==> config.mk <==
export PLATFORM = sky130hd
export DESIGN_NAME = brlite_local_injector
export DESIGN_NICKNAME = d
export VERILOG_FILES = /design/src/rtl/brlite_local_injector.sv
export SDC_FILE = /design/constraint.sdc
export NUM_CORES = 1
export LEC_CHECK = 0
export ABC_AREA = 1
export CAP_MARGIN = 40
export CORE_MARGIN = 2
export CORE_UTILIZATION = 25
export DETAILED_ROUTE_END_ITERATION = 7
export PLACE_DENSITY = 0.67
export SYNTH_ARGS = -nofsm -noshare
export SYNTH_HDL_FRONTEND = slang
export SYNTH_SLANG_ARGS = --single-unit
==> constraint.sdc <==
create_clock -name clk_i -period 2 [get_ports clk_i]
set_clock_uncertainty 0.2 [all_clocks]
set_input_delay 0.4 -clock clk_i [delete_from_list [all_inputs] [get_ports clk_i]]
set_output_delay 0.4 -clock clk_i [all_outputs]
set_load 0.05 [all_outputs]
==> src/rtl/brlite_local_injector.sv <==
// BrLite local-port injector: round-robin arbitration among local requesters,
// source/id stamping and the router's 4-phase local-port handshake with timeout.
package brlite_pkg;
  localparam int BR_ID_W = 8;

  localparam logic [1:0] BR_SVC_ALL   = 2'd0;
  localparam logic [1:0] BR_SVC_TGT   = 2'd1;
  localparam logic [1:0] BR_SVC_CLEAR = 2'd2;
  localparam logic [1:0] BR_SVC_MON   = 2'd3;

  typedef struct packed {
    logic [31:0]        payload;
    logic [15:0]        target;
    logic [15:0]        source;
    logic [BR_ID_W-1:0] id;
    logic [1:0]         service;
  } br_data_t;
endpackage

module brlite_local_injector
  import brlite_pkg::*;
#(
  parameter int unsigned NREQ    = 4,
  parameter logic [15:0] ADDRESS = 16'h0000,
  parameter int unsigned TIMEOUT = 1024
) (
  input  logic               clk_i,
  input  logic               rst_ni,
  input  logic [NREQ-1:0]    req_i,
  input  br_data_t           flit_i [NREQ],
  output logic [NREQ-1:0]    ack_o,
  output logic [NREQ-1:0]    err_o,
  output br_data_t           flit_o,
  output logic               req_o,
  input  logic               ack_i,
  input  logic               local_busy_i,
  output logic [BR_ID_W-1:0] next_id_o
);

  localparam int SEL_W = (NREQ > 1) ? $clog2(NREQ) : 1;
  localparam int CNT_W = (TIMEOUT > 1) ? $clog2(TIMEOUT + 1) : 1;
  localparam int unsigned TO_LAST = (TIMEOUT > 0) ? TIMEOUT - 1 : 0;

  typedef enum logic [2:0] {
    S_IDLE,
    S_ARB,
    S_WAIT,
    S_REQ,
    S_REL,
    S_DONE
  } state_t;

  state_t             state_reg, state_next;
  logic [SEL_W-1:0]   sel_reg, sel_next;
  logic [SEL_W-1:0]   last_reg, last_next;
  br_data_t           flit_reg, flit_next;
  logic               err_reg, err_next;
  logic [BR_ID_W-1:0] id_reg, id_next;
  logic [CNT_W-1:0]   cnt_reg, cnt_next;

  logic               grant_vld;
  logic [SEL_W-1:0]   grant_idx;

  // Scan from farthest to nearest after last_reg so the nearest requester wins.
  always_comb begin
    int unsigned idx;
    idx       = 0;
    grant_vld = 1'b0;
    grant_idx = last_reg;
    for (int unsigned i = NREQ; i >= 1; i--) begin
      idx = (32'(last_reg) + i) % NREQ;
      if (req_i[SEL_W'(idx)]) begin
        grant_vld = 1'b1;
        grant_idx = SEL_W'(idx);
      end
    end
  end

  always_comb begin
    state_next = state_reg;
    sel_next   = sel_reg;
    last_next  = last_reg;
    flit_next  = flit_reg;
    err_next   = err_reg;
    id_next    = id_reg;
    cnt_next   = (cnt_reg == '1) ? cnt_reg : cnt_reg + 1'b1;

    case (state_reg)
      S_IDLE: begin
        if (|req_i) state_next = S_ARB;
      end
      S_ARB: begin
        if (grant_vld) begin
          sel_next         = grant_idx;
          last_next        = grant_idx;
          flit_next        = flit_i[grant_idx];
          flit_next.source = ADDRESS;
          flit_next.id     = id_reg;
          // Only broadcast/targeted services may reach the router.
          if (flit_i[grant_idx].service != BR_SVC_ALL &&
              flit_i[grant_idx].service != BR_SVC_TGT) begin
            err_next   = 1'b1;
            state_next = S_DONE;
          end else begin
            state_next = S_WAIT;
          end
        end else begin
          state_next = S_IDLE;
        end
      end
      S_WAIT: begin
        if (!local_busy_i) begin
          state_next = S_REQ;
          cnt_next   = '0;
        end
      end
      S_REQ: begin
        if (ack_i) begin
          id_next    = id_reg + 1'b1;
          state_next = S_REL;
        end else if (TIMEOUT != 0 && cnt_reg == CNT_W'(TO_LAST)) begin
          // An aborted injection still burns its id.
          err_next   = 1'b1;
          id_next    = id_reg + 1'b1;
          state_next = S_REL;
        end
      end
      S_REL: begin
        if (!ack_i) state_next = S_DONE;
      end
      S_DONE: begin
        if (!req_i[sel_reg]) begin
          err_next   = 1'b0;
          state_next = S_IDLE;
        end
      end
      default: state_next = S_IDLE;
    endcase
  end

  always_ff @(posedge clk_i or negedge rst_ni) begin
    if (!rst_ni) begin
      state_reg <= S_IDLE;
      sel_reg   <= '0;
      last_reg  <= SEL_W'(NREQ - 1);
      flit_reg  <= '0;
      err_reg   <= 1'b0;
      id_reg    <= '0;
      cnt_reg   <= '0;
    end else begin
      state_reg <= state_next;
      sel_reg   <= sel_next;
      last_reg  <= last_next;
      flit_reg  <= flit_next;
      err_reg   <= err_next;
      id_reg    <= id_next;
      cnt_reg   <= cnt_next;
    end
  end

  assign req_o     = (state_reg == S_REQ);
  assign flit_o    = flit_reg;
  assign next_id_o = id_reg;

  for (genvar gi = 0; gi < NREQ; gi++) begin : g_resp
    assign ack_o[gi] = (state_reg == S_DONE) && (sel_reg == SEL_W'(gi));
    assign err_o[gi] = ack_o[gi] & err_reg;
  end

endmodule

Word-level counts from Yosys, hierarchy flattened
Index checks and enable logic that the tools add are counted.
{ "totals": {"regBits": 85, "out_inout_bits": 91, "elab_cells": 103} }
{ "classes": {"n_addsub": 6, "n_lt_le_gt_ge": 6, "n_eq_ne": 20, "muxes": 41, "bitwise": 5, "reduce_logical": 15} }
{ "ops": {"columns": ["operator", "n"], "rows": [
  ["$bmux W74 S2", 1],
  ["$mux W74", 2],
  ["$mux W11", 3],
  ["$mux W3", 8],
  ["$pmux W3 S6", 1],
  ["$mux W8", 2],
  ["$lt A2 B3 Y1 const B", 5],
  ["$mux W1", 14],
  ["$ne A2 B2 Y1 const B", 7],
  ["$add A11 B1 Y11 const B", 1],
  ["$eq A11 B10 Y1 const B", 1],
  ["$eq A11 B11 Y1 const B", 1],
  ["$bmux W1 S2", 5],
  ["$add A8 B1 Y8 const B", 1],
  ["$mux W2", 4],
  ["$eq A3 B2 Y1 const B", 2],
  ["$eq A3 B3 Y1 const B", 2],
  ["$reduce_and A6 Y1", 1],
  ["$logic_and A1 B1 Y1", 5],
  ["$reduce_and A5 Y1", 1],
  ["$add A2 B1 Y2 const B", 2],
  ["$add A2 B2 Y2 const B", 2],
  ["$and A1 B1 Y1", 4],
  ["$eq A2 B2 Y1 const B", 2],
  ["other kinds (13)", 16]
]} }

Logic depth before layout (Yosys ltp)
{ "depth": {"ltp_word": 16, "mapped_depth": 17, "depth_no_buf": 16} }

Worst setup path before layout
OpenSTA, ideal clock, no wires.
{ "synth_timing": {"path_kind": "register to output", "from": "register state_reg[0]", "to": "output err_o[2]", "arrival_time_ps": 2268, "slack_ps": -868, "stages_incl_launch_ff": 5, "path_buffers": 0, "path_cell_list": "dfrtp_1 -> inv_1 -> nor2_1 -> nand2_1 -> nor4_1"} }
{ "synth_via": {"elab_chain_cells": 3} }
{ "synth_rtl": {"columns": ["item", "line", "rtl"], "rows": [
  ["from (decl)", "53", "state_t state_reg, state_next;"],
  ["from (signal assigned)", "151", "state_reg <= state_next;"],
  ["$eq A3 B3 Y1", "166", "assign ack_o[gi] = (state_reg == S_DONE) && (sel_reg == SEL_W'(gi));"],
  ["$logic_and A1 B1 Y1", "166", null],
  ["$and A1 B1 Y1", "167", "assign err_o[gi] = ack_o[gi] & err_reg;"],
  ["to (decl)", "32", "output logic [NREQ-1:0] err_o,"]
]} }
Every way passes these cells.

Worst setup path after layout
{ "layout_timing": {"from": "register last_reg[0]", "to": "register flit_reg (netlist bit flit_o[53])"} }
{ "layout_via": {"elab_chain_cells": 11, "word_cells_on_any_way": 25, "classes_between": "add/sub (4); mux (19); bitwise (1); reduce/logical (1)"} }
{ "layout_rtl": {"columns": ["item", "line", "rtl"], "rows": [
  ["from (decl)", "55", "logic [SEL_W-1:0] last_reg, last_next;"],
  ["from (signal assigned)", "145", "last_reg <= SEL_W'(NREQ - 1);"],
  ["from (signal assigned)", "153", "last_reg <= last_next;"],
  ["$add A2 B1 Y2", "71", "idx = (32'(last_reg) + i) % NREQ;"],
  ["$bmux W1 S2", "72", "if (req_i[SEL_W'(idx)]) begin"],
  ["$mux W1 (not written as such)", "72", null],
  ["$mux W2 (4 in a row)", "72", null],
  ["$not A2 Y3 (not written as such)", "96", "flit_next = flit_i[grant_idx];"],
  ["$bmux W74 S2", "96", null],
  ["$mux W74 (2 in a row)", null, null],
  ["to (signal assigned)", "154", "flit_reg <= flit_next;"],
  ["to (decl)", "56", "br_data_t flit_reg, flit_next;"]
]} }
Parallel ways exist; a longest one is shown, timed or not. The select of a mux whose other input is x is not followed.
A chain may end at the register's enable or synchronous reset.

==> insert_results.sql <==
INSERT INTO impl_metrics (metric_group, metric, value, unit) VALUES
('outcome', 'status', 'finished, violations left', ''),
('outcome', 'violated_checks', 'setup timing', ''),
('routing', 'routed-via-count', '6745', ''),
('synthesis', 'synthDominantAreaCellType', 'sky130_fd_sc_hd__dfrtp_1', ''),
('global_routing', 'first_global_vias', '6455', ''),
('die', 'die_height', '153.2', 'microns'),
('global_routing', 'grt_usage', '0.1807', ''),
('worst_setup_path', 'required_worst_endpoint', '2040', 'ps'),
('die', 'core_area', '0.02182', 'sq mm'),
('power_and_ir_drop', 'share_clk_of_total_power', '0.084', ''),
('routing', 'route.detailed.vias_per_inst', '4.668', ''),
('routing', 'dr.first_iter.drc_count', '402', ''),
('worst_setup_path', 'critPathKind', 'reg -> reg', ''),
('power_and_ir_drop', 'combinationalPowerShare', '0.777', ''),
('job', 'maxCapViolCount', '0', ''),
('finish', 'fillCellCount', '2046', ''),
('sta', 'grt_setup_unrepaired', 'yes', ''),
('power_and_ir_drop', 'p_int', '10.86', 'mW'),
('place', 'post-dp-hpwl', '15930', 'microns'),
('synthesis', 'synth_area_leaders', 'sky130_fd_sc_hd__dfrtp_1 37%, sky130_fd_sc_hd__nand2_1 18%, sky130_fd_sc_hd__nor2_1 7.8%, sky130_fd_sc_hd__o22ai_1 5.4%, sky130_fd_sc_hd__o21ai_0 4.0%', ''),
('synthesis', 'synth_top_cells_by_count', '263 x sky130_fd_sc_hd__nand2_1, 115 x sky130_fd_sc_hd__nor2_1, 83 x sky130_fd_sc_hd__dfrtp_1', ''),
('place', 'gp_routability_congestion', '0.8634', ''),
('finish', 'drive_above_1_share', '0.2489', ''),
('routing', 'wl_met2', '11990', 'microns'),
('die', 'die_width', '153.2', 'microns'),
('power_and_ir_drop', 'powerDensity', '2132', 'mW/mm^2'),
('worst_setup_path', 'critical_path_arrival', '2450', 'ps'),
('synthesis', 'ys_seq_area_frac', '0.3826', ''),
('sta', 'final.setup.tns', '-18500', 'ps'),
('worst_setup_path', 'crit_path_top_delay_cell', 'sky130_fd_sc_hd__dfstp_2', ''),
('clock_network', 'tritoncts', 'done', ''),
('finish', 'antenna_cells', '0', ''),
('sta', 'final_min_period_over_clock_period', '1.204', ''),
('synthesis', 'syn-mean-instance-area', '6.847', 'sq um'),
('sta', 'finalMaxSlewViolations', '0', ''),
('global_routing', 'pin_count_of_the_biggest_net_entering_global_routing', '32', ''),
('sta', 'timing.final.setup_violations', '67', ''),
('synthesis', 'yosys.cell_count.top_type', 'sky130_fd_sc_hd__nand2_1', ''),
('routing', 'drc', '0', ''),
('synthesis', 'synth_edf_count', '0', ''),
('power_and_ir_drop', 'switchingPower', '11.24', 'mW'),
('global_routing', 'grt_first_pass_wirelength', '33840', 'microns'),
('worst_setup_path', 'critical_path.max_fanout', '12', ''),
('power_and_ir_drop', 'cellLeakagePower', '4.866', 'nW'),
('sta', 'setup_ws', '-407.4', 'ps'),
('finish', 'area_grow_syn2layout', '86.15', '%'),
('worst_setup_path', 'crit_path_start_kind', 'register', ''),
('finish', 'final_area', '0.01036', 'sq mm'),
('sta', 'maxClockFrequency', '415.4', 'MHz'),
('die', 'total_die_area', '0.02348', 'sq mm'),
('clock_network', 'cts.sinks', '85', ''),
('clock_network', 'path_clk_slew', '60', 'ps'),
('routing', 'routedLengthMet1', '9682', 'microns'),
('hold_path', 'min_path_type', 'reg -> reg', ''),
('synthesis', 'netlist-cell-type-count', '39', ''),
('worst_setup_path', 'worstPathCellList', 'buf_6, nand2_2, nand2_2, nand2_2, buf_4, nand3_2, nand3_1, nand2_2, buf_8, buf_12, o211ai_1, a31oi_1', ''),
('clock_network', 'cts-buffers-inserted', '9', ''),
('sta', 'hold_viol', '0', ''),
('worst_setup_path', 'critical_path.top_delay_family', 'buffers and inverters', ''),
('place', 'placed_area', '0.009025', 'sq mm'),
('routing', 'top_layer_used', 'met4', ''),
('place', 'placement.io_buffers', '282', ''),
('synthesis', 'total_of_warnings_raised_by_yosys', '0', ''),
('die', 'initial_utilization', '0.2551', ''),
('routing', 'routed-wl-met3', '1776', 'microns'),
('routing', 'antenna_violating_nets_post_route', '0', ''),
('clock_network', 'cts_buffer_depth', '2', ''),
('synthesis', 'yosys_register_bits', '85', ''),
('finish', 'finish.net_count', '1466', ''),
('synthesis', 'synth_top_area_share', '0.3731', ''),
('finish', 'largest_register_ffs', '58', '');
-- cells by family (layout without fill, tap and decap cells) --
group,Yosys count,count (layout),synth area share
AOI/OAI and AO/OA,133,133,0.1344
DFF,85,85,0.3826
muxes,1,1,0.002023
buffers and inverters,106,443,0.09463
other,1,16,0.0006737
xor gates and xnor gates,11,11,0.01731
adders and majority gates,2,2,0.004495
and+or+nand+nor,474,474,0.3639
-- cell type report --
cell class	instances	area, sq um	share of cell area
inverter	47	193.9	0.01872
clock buffer	9	225.2	0.02173
timing repair buffer	380	3986	0.3847
tap	280	350.3	0.03381
multi-input combinational	637	3377	0.3259
sequential	85	2132	0.2057
clock inverter	7	97.59	0.009418
-- tightest hold or removal path, stage by stage, from the launching register on --
cell	delay [ps]
sky130_fd_sc_hd__dfrtp_1	340
sky130_fd_sc_hd__nand2_1	50
sky130_fd_sc_hd__nand2_1	50
-- final timing paths --
path | startpoint | end | slack, ps | depth (start not counted)
min | flit_o[67] | flit_o[67] | 280 | 2
max | last_reg[0] | flit_o[53] | -410 | 12
max in group asynchronous | rst_ni | last_reg[0] | 760 | 3
min in group asynchronous | rst_ni | flit_o[8] | 300 | 2
max reg2reg | last_reg[0] | flit_o[53] | -410 | 12
min reg2reg | flit_o[67] | flit_o[67] | 280 | 2
-- power by group through the flow --
stage               Clock, mW  Sequential, mW  Combinational (mW)
floorplan                   0            4.88                6.82
global placement            0            3.02                13.2
detailed placement          0            3.04                13.3
CTS                      1.91            3.03                15.2
global route             1.98            3.16                18.5
finish                   1.86            3.07                17.2
-- placed cells by master, fill, tap and decap left out, drive strengths merged, types with 3 or more instances in the layout --
cell,netlist,routed
o22ai,48,48
buf,42,165
clkdlybuf4s50,0,205
nor3,12,12
inv,47,49
nand3,21,21
xor2,10,10
o211ai,3,3
a31oi,3,3
conb,1,16
or2,48,48
nand2,272,272
a21oi,11,11
clkbuf,17,17
nand4,3,3
nor2,116,116
o21ai,64,64
dfrtp,83,83
-- through the flow --
step	instances	worst slack [ps]	hold slack (ps)	power, mW
floorplan	828	-195.1	-95.59	11.71
global placement	1388	-744.1	150.9	16.22
detailed placement	1388	-771.5	149.3	16.31
CTS	1425	-299.4	284.1	20.11
global route	1445	-508.7	293.3	23.64
finish	1445	-407.4	279.8	22.10
-- layer usage --
| layer | vias up | global-route usage |
|---|---|---|
| met4 | 0 | 0.06658 |
| met5 | - | 0 |
| met1 | 3163 | 0.2189 |
| met2 | 264 | 0.3136 |
| met3 | 44 | 0.04026 |
| li1 | 3274 | - |
-- repair_timing --
item / 4_1_cts / 5_1_grt
pin swaps: 16 / 38
hold buffers: 1 / 0
cloned: 4 / 10
setup buffers: 16 / 13
gates resized for setup: 73 / 68
setup endpoints to repair: 68 / 80
endpoints found under the hold margin: 21 / 0
No activity file was read; power rests on OpenSTA's default activity.
